==> src/rtl/note_seq_pkg.sv <==
// Shared constants and state type for the note sequence reader.
package note_seq_pkg;

    localparam int unsigned ADDR_W_DEF = 6;
    localparam int unsigned DUR_W_DEF  = 8;

    // A zero duration word marks the end of the song in note RAM.
    localparam int unsigned END_MARKER = 0;

    localparam logic [1:0] IDLE_ENC  = 2'd0;
    localparam logic [1:0] FETCH_ENC = 2'd1;
    localparam logic [1:0] HOLD_ENC  = 2'd2;

    typedef enum logic [1:0] {
        IDLE  = IDLE_ENC,
        FETCH = FETCH_ENC,
        HOLD  = HOLD_ENC
    } state_e;

endpackage

==> src/rtl/note_dur_counter.sv <==
// Per-note duration counter: loaded with the note length, counts down on beat ticks.
module note_dur_counter
    import note_seq_pkg::*;
#(
    parameter int unsigned DUR_W = DUR_W_DEF
) (
    input  logic             clock,
    input  logic             reset,
    input  logic             load,
    input  logic [DUR_W-1:0] load_val,
    input  logic             tick,
    input  logic             hold,
    input  logic             clear,
    output logic             last,
    output logic [DUR_W-1:0] count
);

    logic [DUR_W-1:0] count_q;
    logic             step;

    // A held or already-expired counter ignores ticks.
    assign step  = tick && !hold && (count_q != '0);
    assign last  = step && (count_q == DUR_W'(1));
    assign count = count_q;

    // Count register: clear beats load beats decrement.
    always_ff @(posedge clock or negedge reset) begin
        if (!reset) begin
            count_q <= '0;
        end else if (clear) begin
            count_q <= '0;
        end else if (load) begin
            count_q <= load_val;
        end else if (step) begin
            count_q <= count_q - DUR_W'(1);
        end
    end

endmodule

==> src/rtl/note_seq_reader.sv <==
// Note RAM read sequencer: walks addresses 0..limit, holding each note for its
// duration in beat ticks. Optional pause input/paused output with NOTE_SEQ_PAUSE_EN.
module note_seq_reader
    import note_seq_pkg::*;
#(
    parameter int unsigned ADDR_W = ADDR_W_DEF,
    parameter int unsigned DUR_W  = DUR_W_DEF
) (
    input  logic              clock,
    input  logic              reset,
    input  logic              listen,
    input  logic              play,
    input  logic              stop,
    input  logic              loop_en,
    input  logic [ADDR_W-1:0] limit,
    input  logic              tick,
    input  logic [DUR_W-1:0]  note_dur,
`ifdef NOTE_SEQ_PAUSE_EN
    input  logic              pause,
    output logic              paused,
`endif
    output logic [ADDR_W-1:0] readDirection,
    output logic              note_valid,
    output logic              playing,
    output logic              finish
);

    state_e             state_q, state_d;
    logic [ADDR_W-1:0]  addr_q, addr_d;
    logic               nv_q, nv_d;
    logic               fin_q, fin_d;

    logic               cnt_load;
    logic               cnt_clear;
    logic               cnt_tick;
    logic               cnt_hold;
    logic               cnt_last;
    logic [DUR_W-1:0]   dur_cnt;
    logic               note_done;
    logic               end_rule;

    // Ticks only matter while a note is being held.
    assign cnt_tick = tick && (state_q == HOLD);

`ifdef NOTE_SEQ_PAUSE_EN
    assign cnt_hold = pause;
    assign paused   = pause && (state_q == HOLD);
`else
    assign cnt_hold = 1'b0;
`endif

    // An empty counter in HOLD can only follow an abnormal load; end the note
    // rather than stall forever.
    assign note_done = cnt_last || (dur_cnt == '0);

    note_dur_counter #(
        .DUR_W(DUR_W)
    ) u_dur_counter (
        .clock    (clock),
        .reset    (reset),
        .load     (cnt_load),
        .load_val (note_dur),
        .tick     (cnt_tick),
        .hold     (cnt_hold),
        .clear    (cnt_clear),
        .last     (cnt_last),
        .count    (dur_cnt)
    );

    // Next-state, address and strobe decode; listen > stop > play > sequencing.
    always_comb begin
        state_d   = state_q;
        addr_d    = addr_q;
        nv_d      = 1'b0;
        fin_d     = 1'b0;
        cnt_load  = 1'b0;
        cnt_clear = 1'b0;
        end_rule  = 1'b0;

        if (listen || stop) begin
            state_d   = IDLE;
            addr_d    = '0;
            cnt_clear = 1'b1;
        end else begin
            unique case (state_q)
                IDLE: begin
                    addr_d = '0;
                    if (play) begin
                        state_d = FETCH;
                    end
                end
                FETCH: begin
                    if (note_dur == DUR_W'(END_MARKER)) begin
                        // A marker at address 0 would loop forever: always finish.
                        if (addr_q == '0) begin
                            fin_d   = 1'b1;
                            state_d = IDLE;
                        end else begin
                            end_rule = 1'b1;
                        end
                    end else begin
                        cnt_load = 1'b1;
                        nv_d     = 1'b1;
                        state_d  = HOLD;
                    end
                end
                HOLD: begin
                    if (cnt_tick && !cnt_hold && note_done) begin
                        // >= also covers a limit lowered below the current address.
                        if (addr_q >= limit) begin
                            end_rule = 1'b1;
                        end else begin
                            addr_d  = addr_q + ADDR_W'(1);
                            state_d = FETCH;
                        end
                    end
                end
                default: begin
                    state_d = IDLE;
                    addr_d  = '0;
                end
            endcase

            if (end_rule) begin
                addr_d = '0;
                if (loop_en) begin
                    state_d = FETCH;
                end else begin
                    fin_d   = 1'b1;
                    state_d = IDLE;
                end
            end
        end
    end

    // State, address and output strobe registers.
    always_ff @(posedge clock or negedge reset) begin
        if (!reset) begin
            state_q <= IDLE;
            addr_q  <= '0;
            nv_q    <= 1'b0;
            fin_q   <= 1'b0;
        end else begin
            state_q <= state_d;
            addr_q  <= addr_d;
            nv_q    <= nv_d;
            fin_q   <= fin_d;
        end
    end

    assign readDirection = addr_q;
    assign note_valid    = nv_q;
    assign finish        = fin_q;
    assign playing       = (state_q == FETCH) || (state_q == HOLD);

endmodule

==> config.mk <==
export PLATFORM = sky130hd
export DESIGN_NAME = note_seq_reader
export DESIGN_NICKNAME = d
export VERILOG_FILES = /design/src/rtl/note_seq_pkg.sv /design/src/rtl/note_dur_counter.sv /design/src/rtl/note_seq_reader.sv
export SDC_FILE = /design/constraint.sdc
export NUM_CORES = 1
export LEC_CHECK = 0
export ABC_AREA = 1
export CORE_MARGIN = 2
export CORE_UTILIZATION = 25
export CTS_CLUSTER_SIZE = 14
export DETAILED_ROUTE_END_ITERATION = 8
export GPL_TIMING_DRIVEN = 0
export HOLD_SLACK_MARGIN = 0.02
export PLACE_DENSITY = 0.56
export SYNTH_ARGS = -nofsm -noshare
export SYNTH_HDL_FRONTEND = slang
export SYNTH_SLANG_ARGS = --single-unit
==> constraint.sdc <==
create_clock -name clock -period 1.6 [get_ports clock]
set_input_delay 0.32 -clock clock [delete_from_list [all_inputs] [get_ports clock]]
set_output_delay 0.32 -clock clock [all_outputs]
set_load 0.005 [all_outputs]
==> results of run 1 <==
==> worst max-delay path, cell delays in order, from the launching register on <==
cell     delay (ns)
dfrtp_2        0.43
ha_4           0.22
nand2_1        0.06
nand2_1        0.06
a21oi_2        0.19
nand2_2        0.08
nand2_2        0.07
nand2_2        0.06
nand2_4        0.12
nand3_4        0.16
nand2_8        0.12
nand2_2        0.05
nand2_1        0.05
==> layer usage <==
metal  global-route usage  vias to the layer above  wire (um)
met5                    0                        -          0
met4              0.02020                        0         21
met3              0.02043                        4        123
met2               0.2060                       30       2164
met1               0.1439                      720       1803
li1                     -                      809          -
==> registers in the layout (all words and copies together) (netlist names) <==
name and flops:
u_dur_counter.count 8, readDirection 6, state_q 2, finish 1, note_valid 1
==> through the flow <==
step / utilization / setup TNS [ns]
3_3_place_gp: 0.3190 / -7.157
3_5_place_dp: 0.3190 / -7.278
6_report: 0.4026 / -0.8966
2_1_floorplan: - / -0.3133
4_1_cts: 0.3626 / -1.220
5_1_grt: 0.4026 / -2.006
==> power breakdown <==
part | total [mW] | switching (mW) | internal, mW
Clock | 0.384 | 0.165 | 0.219
Sequential | 0.515 | 0.0298 | 0.485
Combinational | 0.502 | 0.271 | 0.231
==> how the worst max path moves through the flow <==
| stage | from | end | slack, ns | depth (start not counted) |
|---|---|---|---|---|
| detailed placement | limit[3] | readDirection[4]$_DFFE_PN0P_ | -0.58 | 14 |
| floorplan | readDirection[5]$_DFFE_PN0P_ | state_q[0]$_DFFE_PN0P_ | -0.05 | 13 |
| global route | readDirection[0]$_DFFE_PN0P_ | readDirection[0]$_DFFE_PN0P_ | -0.26 | 14 |
| global placement | limit[3] | readDirection[1]$_DFFE_PN0P_ | -0.57 | 14 |
| finish | readDirection[3]$_DFFE_PN0P_ | readDirection[1]$_DFFE_PN0P_ | -0.12 | 12 |
| CTS | readDirection[0]$_DFFE_PN0P_ | readDirection[2]$_DFFE_PN0P_ | -0.16 | 15 |
==> cell usage in the layout (no fill, tap or decap), drive strengths merged <==
master,synthesis,routed
a21oi,3,3
a31oi,4,4
buf,1,24
clkbuf,0,6
clkdlybuf4s50,0,11
dfrtp,18,18
dlygate4sd2,0,10
dlymetal6s2s,0,7
ha,16,16
inv,36,36
nand2,62,62
nand3,23,23
nand3b,1,1
nand4,2,2
nor2,28,28
nor3,1,1
nor3b,1,1
o211ai,1,1
o21ai,14,14
or2,1,1
xnor2,1,1
xor2,6,6
==> area by class of cell <==
type / instances / area, um^2 / area share
repair buffers: 53 / 510.5 / 0.1997
clock buffers: 4 / 55.05 / 0.02154
inverters: 36 / 140.1 / 0.05482
multi-input cells: 164 / 1281 / 0.5012
well taps: 77 / 96.34 / 0.03769
flip-flops and latches: 18 / 457.9 / 0.1791
plain buffers: 1 / 15.01 / 0.005874
==> kinds of logic (layout without fill, tap and decap cells) <==
family	count (synthesis)	in the layout	share of synthesized area
fa+ha+maj	16	16	0.1222
compound gates	22	22	0.08480
simple gates	119	119	0.3911
buf+inv	37	94	0.08938
flops	18	18	0.2750
xor+xnor	7	7	0.03743
==> repair_timing <==
item / in CTS / in global routing
cloned: 0 / 1
buffers inserted: 14 / 9
endpoints found under the setup margin: 19 / 20
pin swaps: 35 / 35
gates resized for setup: 46 / 45
hold buffers: 0 / 0
==> implementation parameters, run 1 <==
Parameter                              Value

Place
  Placed inst area    2026 um^2
  Routability-driven placement congestion ratio    0.8207
  Post-Place Setup Slack    -0.5817 ns
  Total instance count after detailed placement    325
  Post-DP HPWL    2834 um
  Number of input and output port buffers inserted    29

Drt
  Detailed-routing iteration count for the pre-antenna-repair pass    4
  Ratio of routed vias to standard cells    4.428
  Sum of routed wire length over all layers    4112 um
  Remaining antenna violation count after routing    0
  Avg WL per Cell    11.65 um
  Remaining DRCs    0
  Total via count in the routed design    1563
  Count of routing violations after the opening detailed-route iteration    55

Clock tree
  Largest buffer count on any clock path    2
  Worst-Skew Late Latency    0.26 ns
  CTS Buf Count    3
  Clock tree from TritonCTS    built
  Clock sink count    18
  Library cell used as clock root buffer    clkbuf_8
  Clock-pin slew on the worst setup and hold paths    0.07 ns
  H-tree levels    1

Yosys
  Cells after synthesis    219
  Ys flop type    dfrtp_1
  Top-area cell type share of the netlist area    0.2750
  Number of warnings printed during yosys synthesis    0
  Synth Register Bits    18
  Share of synthesized flip-flops with an asynchronous set or reset    1.000
  Post-synthesis cell type count    31
  Sequential share of the synthesized area    0.2750
  Average cell area after synthesis    7.479 um^2
  Most common cell in the netlist    nand2_1
  Synth area leader    dfrtp_1
  Cells taking the most area after synthesis    dfrtp_1 28%, nand2_1 12%, ha_1 12%
  Synthesized net count    256
  Number of enable flip-flop cells after synthesis    0
  Total standard cell area after synthesis    1638 um^2
  Top cells by instance count after synthesis    54 x nand2_1, 32 x inv_1, 20 x nand3_1, 20 x nor2_1, 18 x dfrtp_1

Critical path
  Worst endpoint data arrival time    1.92 ns
  Critical path class    flip-flop to flip-flop
  Reg2reg path depth    12
  CP Max Fanout    7
  Nature of the critical path endpoint    flip-flop
  Capture instance of the worst register-to-register path    readDirection[1]$_DFFE_PN0P_
  Data required time at the worst endpoint    1.80 ns
  Launching point of the worst reg2reg path    readDirection[3]$_DFFE_PN0P_
  Worst reg-to-reg setup slack    -0.12 ns
  Sort of element at the start of the critical path    flip-flop

Global route
  Via count of the first global-routing pass    1529
  GRT Residual Overflow    0
  Maximum number of pins on one net before global-route repair    19
  Total routing resource utilization after global routing    0.1144
  Wire length of the first global-routing pass    6803 um
  Antenna violations before repair    0

Finish
  Layout Area Growth over Synthesis    56.07%
  NumNets Final    314
  Layout Cell Area excl Fill    2556 um^2
  Layout cell share with drive strength beyond 1    0.3986
  FILL cells    644
  Final cell count without fillers    353
  Antenna diodes    0

Power
  Leakage dissipation    1.241 nW
  Power density over the cells    548.2 nW/um^2
  IR drop worst, VDD    360.6 uV
  Power after layout    1.401 mW

STA
  Max-slew headroom    0.4249
  Post-route minimum period    1.723 ns
  Setup skew after layout    0.003152 ns
  Setup-failing EPs final    8
  Final clock period utilization by the worst path    1.077
  Slew at the pin with the worst max-slew slack    0.8600 ns
  Achievable clock frequency    580.4 MHz
  Setup WS post-layout    -0.1229 ns
  Tightest hold margin    0.3886 ns
  Slew Viols, Final    0
  Number of endpoints with negative hold slack in the final report    0
  Setup repair after global routing missed its margin    yes

Die
  Row Count    29
  Die Footprint    7215 um^2
  Effective utilization at floorplan    0.2579
  Core footprint    6350 um^2
  IO Count    30
  Die Span Y    84.94 um
  Die X-Extent    84.94 um

Min path
  Endpoint of the worst hold path    u_dur_counter.count[0]$_DFFE_PN0P_
  Hold crit path type    input pin to flip-flop
  Source of the worst hold timing path    note_dur[0]
  Hold depth    3

Flow run
  Number of max-capacitance violations reported    0

Run status
  Violations in the final reports    setup timing
  Status    finished with violations
No activity file was read; power rests on OpenSTA's default activity.
==> run 2: changes to the inputs <==
--- a/config.mk
+++ b/config.mk
@@ -10,9 +10,10 @@
 export CORE_UTILIZATION = 25
 export CTS_CLUSTER_SIZE = 14
 export DETAILED_ROUTE_END_ITERATION = 8
+export DONT_BUFFER_PORTS = 1
 export GPL_TIMING_DRIVEN = 0
 export HOLD_SLACK_MARGIN = 0.02
-export PLACE_DENSITY = 0.56
+export PLACE_DENSITY = 0.5
 export SYNTH_ARGS = -nofsm -noshare
 export SYNTH_HDL_FRONTEND = slang
 export SYNTH_SLANG_ARGS = --single-unit
==> run 2 against run 1 <==
Against the previous run: the flow still finishes with violations (setup timing); final cell count fell by 13%; register-to-register slack worse by 0.05 ns; clock skew down 0.0021 ns; combinational power decreased by 28%; non-clock buffer count decreased by 47; maximum frequency fell by 2.7%; final area down 24%; worst hold slack worse by 0.18 ns; count of clock-buffer cells in the layout unchanged; sequential share of layout area rose by 5.6 points; largest power group unchanged.
==> implementation parameters, run 2 (same netlist as run 1, synthesis figures left out) <==
Parameter                              Value

Global route
  Maximum number of pins on one net before global-route repair    19
  Total routing resource utilization after global routing    0.1083
  Via count of the first global-routing pass    1338
  GRT Residual Overflow    0
  Antenna violations before repair    0
  Wire length of the first global-routing pass    6417 um
  Global routing's busiest layer    met2
  Met2 Use GR    0.1747
  Met3 GRT Util    0.02918
  Met1 GRT Util    0.1518

Power
  Internal Dissipation    800.4 uW
  Power density over the cells    623.7 nW/um^2
  Power after layout    1.210 mW
  Clock power frac    0.276
  Switching pwr    410.0 uW
  Proportion of total power due to net switching    0.3387
  Portion of total power attributed to combinational logic    0.298
  Flop pwr share    0.426
  IR drop worst, VDD    615.0 uV
  Leakage dissipation    0.8945 nW

Die
  Row Count    29
  IO Count    30
  Die Footprint    7215 um^2
  Die Span Y    84.94 um
  Die X-Extent    84.94 um
  Effective utilization at floorplan    0.2579
  Core footprint    6350 um^2

Drt
  Remaining DRCs    0
  Ratio of routed vias to standard cells    4.549
  Count of routing violations after the opening detailed-route iteration    39
  Detailed-routing iteration count for the pre-antenna-repair pass    4
  Sum of routed wire length over all layers    3715 um
  Remaining antenna violation count after routing    0
  Avg WL per Cell    12.14 um
  Total via count in the routed design    1392

STA
  Tightest hold margin    0.2097 ns
  Max-slew headroom    0.4087
  Setup skew after layout    0.001034 ns
  Final clock period utilization by the worst path    1.107
  Setup repair after global routing missed its margin    yes
  Number of endpoints with negative hold slack in the final report    0
  Post-route minimum period    1.771 ns
  Setup WS post-layout    -0.1706 ns
  Slew at the pin with the worst max-slew slack    0.8840 ns
  Achievable clock frequency    564.8 MHz
  Setup-failing EPs final    16
  Slew Viols, Final    0

Finish
  NumNets Final    267
  Final design utilization    0.3056
  Max FFs per register    8
  Leading cell type in the layout, fill and taps excluded    nand2_1
  Antenna diodes    0
  Layout cell share with drive strength beyond 1    0.2838
  FILL cells    685
  Most used cells in the layout excluding fill and tap cells    47 x nand2_1, 26 x inv_1, 20 x nand3_1
  Layout Area Growth over Synthesis    18.49%
  Final cell count without fillers    306

Critical path
  Sort of element at the start of the critical path    flip-flop
  Data required time at the worst endpoint    1.75 ns
  CP Max Fanout    7
  Worst endpoint data arrival time    1.92 ns
  Nature of the critical path endpoint    flip-flop
  Critical path class    flip-flop to flip-flop

Clock tree
  Library cell used as clock root buffer    clkbuf_8
  Largest buffer count on any clock path    2
  H-tree levels    1
  Clock sink count    18
  Worst-Skew Late Latency    0.25 ns
  Clock-pin slew on the worst setup and hold paths    0.07 ns
  Clock tree from TritonCTS    built
  CTS Buf Count    3

Run status
  Status    finished with violations
  Violations in the final reports    setup timing

Place
  Post-DP HPWL    2816 um
  Post-Place Setup Slack    -0.3039 ns
  Total instance count after detailed placement    296
  Routability-driven placement congestion ratio    0.8094
  Number of input and output port buffers inserted    0

Flow run
  Number of max-capacitance violations reported    0

Min path
  Hold crit path type    input pin to flip-flop
[run 2: changes by cell type in the layout (fill, tap and decap cells not counted), moves of 3 or more]
cell	before	now
ha_1	5	9
ha_4	10	4
clkdlybuf4s50_1	11	0
nand2_1	37	47
inv_1	23	26
buf_4	17	5
inv_2	12	9
buf_6	6	1
dlymetal6s2s_1	7	0
nand2_2	17	8
dlygate4sd2_1	10	0
[run 2: power groups by stage]
stage | combinational (mW) | sequential (mW) | clock [mW]
2_1_floorplan | 0.270 | 0.518 | 0
3_3_place_gp | 0.323 | 0.525 | 0
3_5_place_dp | 0.322 | 0.525 | 0
4_1_cts | 0.360 | 0.514 | 0.352
5_1_grt | 0.422 | 0.519 | 0.372
6_report | 0.361 | 0.516 | 0.334
[run 2: cell type report]
cell class / instances / area, um^2 / share of cell area
Inverter: 36 / 137.6 / 0.07092
Buffer: 1 / 11.26 / 0.005803
Tap cell: 77 / 96.34 / 0.04965
Timing Repair Buffer: 6 / 47.55 / 0.02450
Clock buffer: 4 / 45.04 / 0.02321
Multi-Input combinational cell: 164 / 1147 / 0.5912
Sequential cell: 18 / 455.4 / 0.2347
[run 2: stage by stage]
| step | instance area [um^2] | TNS [ns] |
|---|---|---|
| detailed placement | 1735 | -3.252 |
| global placement | 1735 | -3.189 |
| finish | 1941 | -1.578 |
| floorplan | 1639 | -0.3133 |
| global route | 1941 | -3.973 |
| CTS | 1902 | -1.930 |
[run 2: per-layer routing]
layer  wire, um  part of all wire  vias up
met5          0                 0        -
met4         12            0.0032        0
met3        190             0.051        2
met2       1697              0.46       31
met1       1814              0.49      641
li1           -                 -      718
[run 2: final timing paths]
kind | from | to | slack, ns | cells after the start
min in group asynchronous | reset | readDirection[2]$_DFFE_PN0P_ | 0.63 | 1
worst max-delay path | state_q[0]$_DFFE_PN0P_ | readDirection[2]$_DFFE_PN0P_ | -0.17 | 13
worst max register to register | state_q[0]$_DFFE_PN0P_ | readDirection[2]$_DFFE_PN0P_ | -0.17 | 13
max in group asynchronous | reset | readDirection[0]$_DFFE_PN0P_ | 0.37 | 1
worst min-delay path | note_dur[5] | u_dur_counter.count[5]$_DFFE_PN0P_ | 0.21 | 2
worst min register to register | u_dur_counter.count[1]$_DFFE_PN0P_ | u_dur_counter.count[1]$_DFFE_PN0P_ | 0.56 | 2
[run 2: repair_timing]
action / in CTS / in global routing
cloned: 0 / 0
setup endpoints to repair: 17 / 18
gates resized for setup: 20 / 11
buffers inserted: 4 / 1
pin swaps: 13 / 7
hold endpoints to repair: 18 / 0
hold buffers: 1 / 0
[run 2: critical path: stages, from the launching register on]
cell and delay, ns:
dfrtp_1 0.40, inv_2 0.09, ha_2 0.19, nand2_1 0.06, inv_2 0.08, nand3_1 0.08, nor2_2 0.16, nand2_2 0.07
nand2_2 0.07, nand2_4 0.10, nand3_4 0.15, nand2_4 0.09, nand2_1 0.07, nand2_1 0.05
==> run 3: changes to the inputs <==
--- a/config.mk
+++ b/config.mk
@@ -13,7 +13,8 @@
 export DONT_BUFFER_PORTS = 1
 export GPL_TIMING_DRIVEN = 0
 export HOLD_SLACK_MARGIN = 0.02
-export PLACE_DENSITY = 0.5
+export PLACE_DENSITY = 0.48
+export SLEW_MARGIN = 20
 export SYNTH_ARGS = -nofsm -noshare
 export SYNTH_HDL_FRONTEND = slang
 export SYNTH_SLANG_ARGS = --single-unit
==> constraint.sdc (replaced) <==
create_clock -name clock -period 1.8 [get_ports clock]
set_input_delay 0.36 -clock clock [delete_from_list [all_inputs] [get_ports clock]]
set_output_delay 0.36 -clock clock [all_outputs]
set_load 0.005 [all_outputs]
==> run 3 against run 2 <==
Against the previous run: the flow now finishes without violations; via count down 2.8%; clock skew up 0.00094 ns; worst setup slack better by 0.17 ns; register-to-register slack better by 0.17 ns; largest power group unchanged; highest routed layer unchanged.
==> implementation parameters, run 3 (same netlist as run 1, synthesis figures left out) <==
Parameter                              Value

Die
  Die Span Y    84.94 um
  Die Footprint    7215 um^2
  Row Count    29
  Die X-Extent    84.94 um
  Core footprint    6350 um^2
  Effective utilization at floorplan    0.2579
  IO Count    30

Min path
  Source of the worst hold timing path    note_dur[5]
  Hold crit path type    input pin to flip-flop
  Endpoint of the worst hold path    u_dur_counter.count[5]$_DFFE_PN0P_
  Hold depth    2

Drt
  Detailed-routing iteration count for the pre-antenna-repair pass    4
  Remaining DRCs    0
  Remaining antenna violation count after routing    0
  Sum of routed wire length over all layers    3814 um
  Count of routing violations after the opening detailed-route iteration    84
  Avg WL per Cell    12.38 um
  Total via count in the routed design    1353
  Ratio of routed vias to standard cells    4.393

Finish
  Leading cell type in the layout, fill and taps excluded    nand2_1
  Final cell count without fillers    308
  Antenna diodes    0
  NumNets Final    269
  Max FFs per register    8
  FILL cells    674
  Multi-input combinational cell area    1159 um^2
  Most used cells in the layout excluding fill and tap cells    41 x nand2_1, 27 x inv_1, 18 x nor2_1, 18 x nand3_1, 16 x nand2_2
  Layout Area Growth over Synthesis    20.78%
  Layout cell share with drive strength beyond 1    0.3247
  Area used by sequential logic in the layout    456.7 um^2

Critical path
  Worst endpoint data arrival time    1.95 ns
  Cell seen most often among critical-path stages    nand2_2
  Data required time at the worst endpoint    1.95 ns
  Cell with the largest stage delay on the worst path    dfrtp_2
  Slowest Stage Delay on Critical Path    0.47 ns
  Launching point of the worst reg2reg path    readDirection[5]$_DFFE_PN0P_
  Capture instance of the worst register-to-register path    readDirection[3]$_DFFE_PN0P_
  Worst Path Buf+Inv    0
  Reg2reg path depth    12
  Category of cells accounting for the largest share of critical-path delay    simple AND/OR/NAND/NOR gates
  Series of cell instances along the critical path    ha_4 > nand2_2 > nor2_2 > nand2_2 > nand2_2 > nand2_2 > nand2_2 > nand2_4 > nand3_4 > nand2_4 > nand2_1 > nand2_1
  Critical path class    flip-flop to flip-flop
  Worst reg-to-reg setup slack    0.002 ns
  Sort of element at the start of the critical path    flip-flop
  CP Max Fanout    7
  Nature of the critical path endpoint    flip-flop

Clock tree
  Clock tree from TritonCTS    built
  Clock-pin slew on the worst setup and hold paths    0.07 ns
  H-tree levels    1
  Library cell used as clock root buffer    clkbuf_8
  CTS Buf Count    3
  Worst-Skew Late Latency    0.26 ns
  Clock sink count    18
  Largest buffer count on any clock path    2

Power
  IR drop worst, VDD    243.8 uV
  Power density over the cells    569.7 nW/um^2
  Leakage dissipation    0.9079 nW

STA
  Setup repair after global routing missed its margin    yes
  Tightest hold margin    0.2590 ns
  Slew Viols, Final    0
  Final clock period utilization by the worst path    0.9990
  Aggregate negative setup slack    0 ns
  Post-route minimum period    1.798 ns
  Slew at the pin with the worst max-slew slack    0.9019 ns
  Max-slew headroom    0.3967
  Achievable clock frequency    556.1 MHz
  Number of endpoints with negative hold slack in the final report    0
  Setup skew after layout    0.001976 ns
  Setup-failing EPs final    0

Global route
  Via count of the first global-routing pass    1388
  Antenna violations before repair    0
  Wire length of the first global-routing pass    6389 um
  Maximum number of pins on one net before global-route repair    19
  GRT Residual Overflow    0
  Total routing resource utilization after global routing    0.1108

Run status
  Status    complete, no violations

Place
  Post-DP HPWL    2899 um
  Number of input and output port buffers inserted    0
  Total instance count after detailed placement    296
  Routability-driven placement congestion ratio    0.7930

Flow run
  Number of max-capacitance violations reported    0
run 3: cell types whose count changed in the layout (fill, tap and decap cells not counted), sizes merged:
cell	previous run	this run
buf	6	8
run 3: per-stage QoR:
step	setup WS [ns]	instance area, um^2	util	total power, mW
finish	0.001731	1978	0.3115	1.127
global route	-0.1424	1978	0.3115	1.207
CTS	0.001600	1918	0.3021	1.128
detailed placement	-0.08692	1734	0.2731	0.7551
global placement	-0.06391	1734	0.2731	0.7534
floorplan	0.1454	1638	-	0.7012
run 3: final cells by class:
type / count / area share
Timing Repair Buffer: 8 / 0.03163
Clock buffer: 4 / 0.02783
Buffer: 1 / 0.005693
Multi-Input combinational cell: 164 / 0.5857
Sequential cell: 18 / 0.2309
Tap cell: 77 / 0.04870
Inverter: 36 / 0.06958
run 3: metal layers:
metal | vias up | GRT usage | wire (um)
li1 | 714 | - | -
met1 | 609 | 0.1476 | 1868
met2 | 25 | 0.1811 | 1747
met3 | 5 | 0.01848 | 141
met4 | 0 | 0.03896 | 57
met5 | - | 0 | 0
run 3: report_power, final:
part	total, mW	switching [mW]	internal [mW]
logic	0.324	0.200	0.124
clock network	0.344	0.149	0.195
registers	0.459	0.0277	0.431
run 3: how the worst max path moves through the flow:
stage | startpoint | slack, ns | to | depth (start not counted)
2_1_floorplan | readDirection[3]$_DFFE_PN0P_ | 0.15 | state_q[0]$_DFFE_PN0P_ | 13
3_3_place_gp | readDirection[3]$_DFFE_PN0P_ | -0.06 | readDirection[3]$_DFFE_PN0P_ | 12
3_5_place_dp | readDirection[0]$_DFFE_PN0P_ | -0.09 | readDirection[2]$_DFFE_PN0P_ | 15
4_1_cts | readDirection[0]$_DFFE_PN0P_ | 0.002 | readDirection[5]$_DFFE_PN0P_ | 15
5_1_grt | readDirection[0]$_DFFE_PN0P_ | -0.14 | readDirection[5]$_DFFE_PN0P_ | 15
6_report | readDirection[5]$_DFFE_PN0P_ | 0.002 | readDirection[3]$_DFFE_PN0P_ | 12
run 3: timing repair:
action,CTS,global route
hold endpoints to repair,18,0
buffers inserted,7,0
hold buffers,1,0
setup endpoints to repair,9,15
pin swaps,6,9
cloned,0,0
gates resized for setup,13,24
==> variant 1, RTL diff (flow settings as in run 1) <==
The package constant `ADDR_W_DEF` goes from 6 to 5.
--- a/src/rtl/note_seq_pkg.sv
+++ b/src/rtl/note_seq_pkg.sv
@@ -2,5 +2,5 @@
 package note_seq_pkg;
 
-    localparam int unsigned ADDR_W_DEF = 6;
+    localparam int unsigned ADDR_W_DEF = 5;
     localparam int unsigned DUR_W_DEF  = 8;
 
Ports: changed (resized limit and readDirection); port bits go from 30 to 28. The function was not compared with the original's and may differ.
==> variant 1 against run 1 <==
  * The flow still finishes with violations (setup timing)
  * Core utilization increased by 2.1 points
  * Design area decreased by 8.2%
  * Routed wire length decreased by 4.1%
  * Area after synthesis decreased by 12%
  * Sequential cell count decreased by 1
  * Total power decreased by 1.0%
  * Setup slack got worse by 0.015 ns
==> variant 1: results (changes against run 1) <==
* Drt initial violations at 65 (was 55)
* Maximum vdd drop at 0.0002822 V (was 0.0003606 V)
* Setup WS post-layout at -0.1380 ns (was -0.1229 ns)
* PortBufs at 27 (was 29)
* Largest net degree at the start of global routing at 18 (was 19)
* Dpl hpwl at 2.656 mm (was 2.834 mm)
* R2r worst-path depth at 11 (was 12)
* Worst slew pin tran at 0.8490 ns (was 0.8600 ns)
* Hold Path Depth at 5 (was 3)
* Met2 wire length at 1.964 mm (was 2.164 mm)
* Async S/R FF share, synth at 100.0% (unchanged)
* FILL cells at 559 (was 644)
* WP data arrival at 1.90 ns (was 1.92 ns)
* DR WL/cell at 11.98 µm (was 11.65 µm)
* Vias in the first global route at 1418 (was 1529)
* Outcome: finished with violations (unchanged)
* Register area share after synthesis at 29.64% (was 27.50%)
* Met1 WL at 1.812 mm (was 1.803 mm)
* Vias/cell at 4.389 (was 4.428)
* Top cell types by occurrence after synthesis: 58 x nand2_1, 29 x inv_1, 20 x nor2_1 (was 54 x nand2_1, 32 x inv_1, 20 x nand3_1, 20 x nor2_1, 18 x dfrtp_1)
* Pleak at 1.133 nW (was 1.241 nW)
* Setup Viol. Count Final at 8 (unchanged)
* RePlAce Congestion at 0.8135 (was 0.8207)
* Placed Cells at 300 (was 325)
* GRT Total Usage at 12.68% (was 11.44%)
* Mapped Nets at 236 (was 256)
* First-pass GRT wire length at 6.272 mm (was 6.803 mm)
* Max Clock Skew at 0.0009441 ns (was 0.003152 ns)
* Syn_area_per_cell at 7.140 µm² (was 7.479 µm²)
* HP Class: input port to register (unchanged)
* Nets@finish at 293 (was 314)
* Critical Path Max Stage Delay at 0.46 ns (was 0.43 ns)
* Switch share at 35.54% (was 33.24%)
* Synth unique cells at 24 (was 31)
* Dpl ws at -0.5583 ns (was -0.5817 ns)
* Post-Route WL at 3.943 mm (was 4.112 mm)
* Violated checks: setup timing (unchanged)
* Share of layout cells above drive strength 1 at 38.91% (was 39.86%)
* Metal3 WL at 70 µm (was 123 µm)
* Synth top area cells: dfrtp_1 30%, nand2_1 15%, ha_1 13% (was dfrtp_1 28%, nand2_1 12%, ha_1 12%)
[variant 1: cell types whose count changed after synthesis, moves of 3 or more]
| cell | before | now |
|---|---|---|
| nor2_2 | 1 | 4 |
| xnor2_1 | 1 | 4 |
| o21ai_2 | 3 | 0 |
| inv_1 | 32 | 29 |
| nor2_4 | 5 | 2 |
| nand3_1 | 20 | 13 |
| nand2_1 | 54 | 58 |
[variant 1: critical path: cells and delay by family, from the launching register on]
family                   cells  cell delay (ns)
AND/OR/NAND/NOR              8             0.72
flip-flops                   1             0.46
adder cells (fa/ha/maj)      1             0.29
buffers and inverters        2             0.14
[variant 1: per-layer routing]
metal	vias to the layer above	track usage (%)
met2	16	21.09
met1	678	16.27
met5	-	0
li1	743	-
met4	0	6.102
met3	7	1.471
[variant 1: cells by family after synthesis]
logic type / synth area share [%]
buffers and inverters: 8.631
XOR/XNOR: 5.492
flip-flops: 29.64
AND/OR/NAND/NOR: 37.23
adder cells (fa/ha/maj): 13.08
AO/OA/AOI/OAI: 5.928
[variant 1: stage by stage]
stage                     area [µm²]  TNS (ns)
after detailed placement        1797    -6.560
after global routing            2346    -1.582
after floorplan                 1436         0
after global placement          1797    -6.187
after CTS                       2054   -0.9271
final                           2346   -0.8545
[variant 1: final timing paths]
kind / slack, ns / end / start
max: -0.14 / state_q[0]$_DFFE_PN0P_ / readDirection[2]$_DFFE_PN0P_
min: 0.42 / u_dur_counter.count[4]$_DFFE_PN0P_ / note_dur[4]
max reg2reg: -0.14 / state_q[0]$_DFFE_PN0P_ / readDirection[2]$_DFFE_PN0P_
min reg2reg: 0.60 / u_dur_counter.count[6]$_DFFE_PN0P_ / u_dur_counter.count[6]$_DFFE_PN0P_
max in group asynchronous: 0.49 / readDirection[4]$_DFFE_PN0P_ / reset
min in group asynchronous: 0.54 / readDirection[1]$_DFFE_PN0P_ / reset
[variant 1: area by class of cell]
type / count / area, µm² / share of cell area, %
repair buffers: 52 / 504.2 / 21.49
well taps: 72 / 90.09 / 3.840
flip-flops and latches: 17 / 431.7 / 18.40
multi-input cells: 152 / 1136 / 48.43
inverters: 31 / 123.9 / 5.280
clock buffers: 4 / 45.04 / 1.920
plain buffers: 1 / 15.01 / 0.6400
[variant 1: power groups by stage]
stage,clock network (mW),logic [mW],registers (mW)
after floorplan,0,0.268,0.500
after global routing,0.386,0.598,0.510
after detailed placement,0,0.385,0.509
after global placement,0,0.382,0.507
after CTS,0.363,0.419,0.499
final,0.359,0.524,0.504
[variant 1: timing repair]
| item | CTS | global route |
|---|---|---|
| endpoints found under the setup margin | 17 | 18 |
| gates cloned | 0 | 1 |
| buffers inserted | 13 | 11 |
| resized for setup | 41 | 57 |
| pin swaps | 17 | 33 |
==> variant 2, RTL diff (config.mk and constraints of run 1) <==
Without the edit above. Put one more register stage on the output `finish`, cleared by the reset. The value now appears one clock later. The other outputs are not delayed to match.
--- a/src/rtl/note_seq_reader.sv
+++ b/src/rtl/note_seq_reader.sv
@@ -151,5 +151,11 @@
     assign readDirection = addr_q;
     assign note_valid    = nv_q;
-    assign finish        = fin_q;
+    always_ff @(posedge clock or negedge reset) begin
+        if (!reset) begin
+            finish <= '0;
+        end else begin
+            finish <= fin_q;
+        end
+    end
     assign playing       = (state_q == FETCH) || (state_q == HOLD);
 
Formal check against the unedited RTL: not equivalent (Yosys sat finds a counterexample within 4 cycles, from zero or initial values and one cycle with reset low).
==> variant 2 against run 1 <==
  * Sequential power rose by 5.2%
  * Design area fell by 3.8%
  * The run still ends with setup timing left
  * Area after synthesis fell by 5.2%
  * Routed wire length rose by 5.6%
  * Total power fell by 1.9%
  * Setup slack got worse by 0.14 ns
  * Via count rose by 1.0%
  * Largest power group unchanged
  * Sequential cell count rose by 1
==> variant 2: results (changes against run 1) <==
* R2r worst-path depth at 11 (was 12)
* Mapped Nets at 253 (was 256)
* Share of layout cells above drive strength 1 at 34.06% (was 39.86%)
* GRT Total Usage at 12.44% (was 11.44%)
* Setup Viol. Count Final at 17 (was 8)
* Inverters at 34 (was 36)
* Met3 usage at 2.386% (was 2.043%)
* Worst setup endpoint: readDirection[0]$_DFFE_PN0P_ (was readDirection[1]$_DFFE_PN0P_)
* Synth unique cells at 30 (was 31)
* Largest net degree at the start of global routing at 20 (was 19)
* DR WL/cell at 12.37 µm (was 11.65 µm)
* Grt met2 use at 21.48% (was 20.60%)
* Max Clock Skew at 0.003720 ns (was 0.003152 ns)
* Clk cell area share at 1.985% (was 2.154%)
* Hold Path Depth at 0 (was 3)
* Clock Power at 0.360 mW (was 0.384 mW)
* P_sw at 0.4673 mW (was 0.4658 mW)
* Dpl hpwl at 2.777 mm (was 2.834 mm)
* HP Class: register to register (was input port to register)
* Multi-input gate count at 160 (was 164)
* CLK BUF at 3 (was 4)
* Max_slew headroom at 39.74% (was 42.49%)
* Drt initial violations at 62 (was 55)
* RePlAce Congestion at 0.8362 (was 0.8207)
* Dpl cell area at 1967 µm² (was 2026 µm²)
* CP max FO at 8 (was 7)
* First-pass GRT wire length at 7.224 mm (was 6.803 mm)
* Setup WS post-layout at -0.2672 ns (was -0.1229 ns)
* Flop pwr share at 39.5% (was 36.7%)
* Outcome: finished with violations (unchanged)
* Post-Layout Cell Count at 351 (was 353)
* Critical R2R Launch: readDirection[2]$_DFFE_PN0P_ (was readDirection[3]$_DFFE_PN0P_)
* Grt met1 use at 15.82% (was 14.39%)
* TritonCTS Sinks at 19 (was 18)
* Min-Delay Endpoint: finish$_DFF_PN0_ (was u_dur_counter.count[0]$_DFFE_PN0P_)
* Vias in the first global route at 1595 (was 1529)
* Violated checks: setup timing (unchanged)
* Plain + repair buffers at 59 (was 54)
* Top cell types by occurrence after synthesis: 52 x nand2_1, 31 x inv_1, 27 x nor2_1 (was 54 x nand2_1, 32 x inv_1, 20 x nand3_1, 20 x nor2_1, 18 x dfrtp_1)
* Signal buf overhead at 22.60% (was 20.56%)
* WP data arrival at 2.03 ns (was 1.92 ns)
* Vias/cell at 4.499 (was 4.428)
* Dpl ws at -0.6843 ns (was -0.5817 ns)
* Synth top area cells: dfrtp_1 31%, ha_1 13%, nand2_1 13% (was dfrtp_1 28%, nand2_1 12%, ha_1 12%)
* Critical Path Max Stage Delay at 0.41 ns (was 0.43 ns)
* Maximum vdd drop at 0.0002829 V (was 0.0003606 V)
* Register area share after synthesis at 30.62% (was 27.50%)
* FILL cells at 632 (was 644)
* Switch share at 33.99% (was 33.24%)
* Hold Startpoint: fin_q$_DFF_PN0_ (was note_dur[0])
* Pleak at 1.218 nW (was 1.241 nW)
==> variant 2: changes by cell type in the layout (fill, tap and decap cells not counted), sizes merged, moves of 3 or more <==
cell,change
inv,-3
nand3,-10
buf,+6
nand4,+5
nor2,+4
o22ai,+4
o21ai,-3
nand2,-6
==> variant 2: timing repair <==
| item | in CTS | in global routing |
|---|---|---|
| pin swaps | 26 | 17 |
| buffers inserted | 19 | 8 |
| setup endpoints to repair | 20 | 21 |
| resized for setup | 46 | 29 |
==> variant 2: cells by family after synthesis <==
family	share of synthesized area, %
buffers and inverters	9.991
XOR/XNOR	3.949
AO/OA/AOI/OAI	8.944
AND/OR/NAND/NOR	33.60
flip-flops	30.62
adder cells (fa/ha/maj)	12.89
==> variant 2: layer usage <==
| layer | vias to the layer above | wire length (µm) |
|---|---|---|
| met5 | - | 0 |
| met4 | 0 | 53 |
| met3 | 7 | 188 |
| met2 | 43 | 2142 |
| met1 | 720 | 1956 |
| li1 | 809 | - |
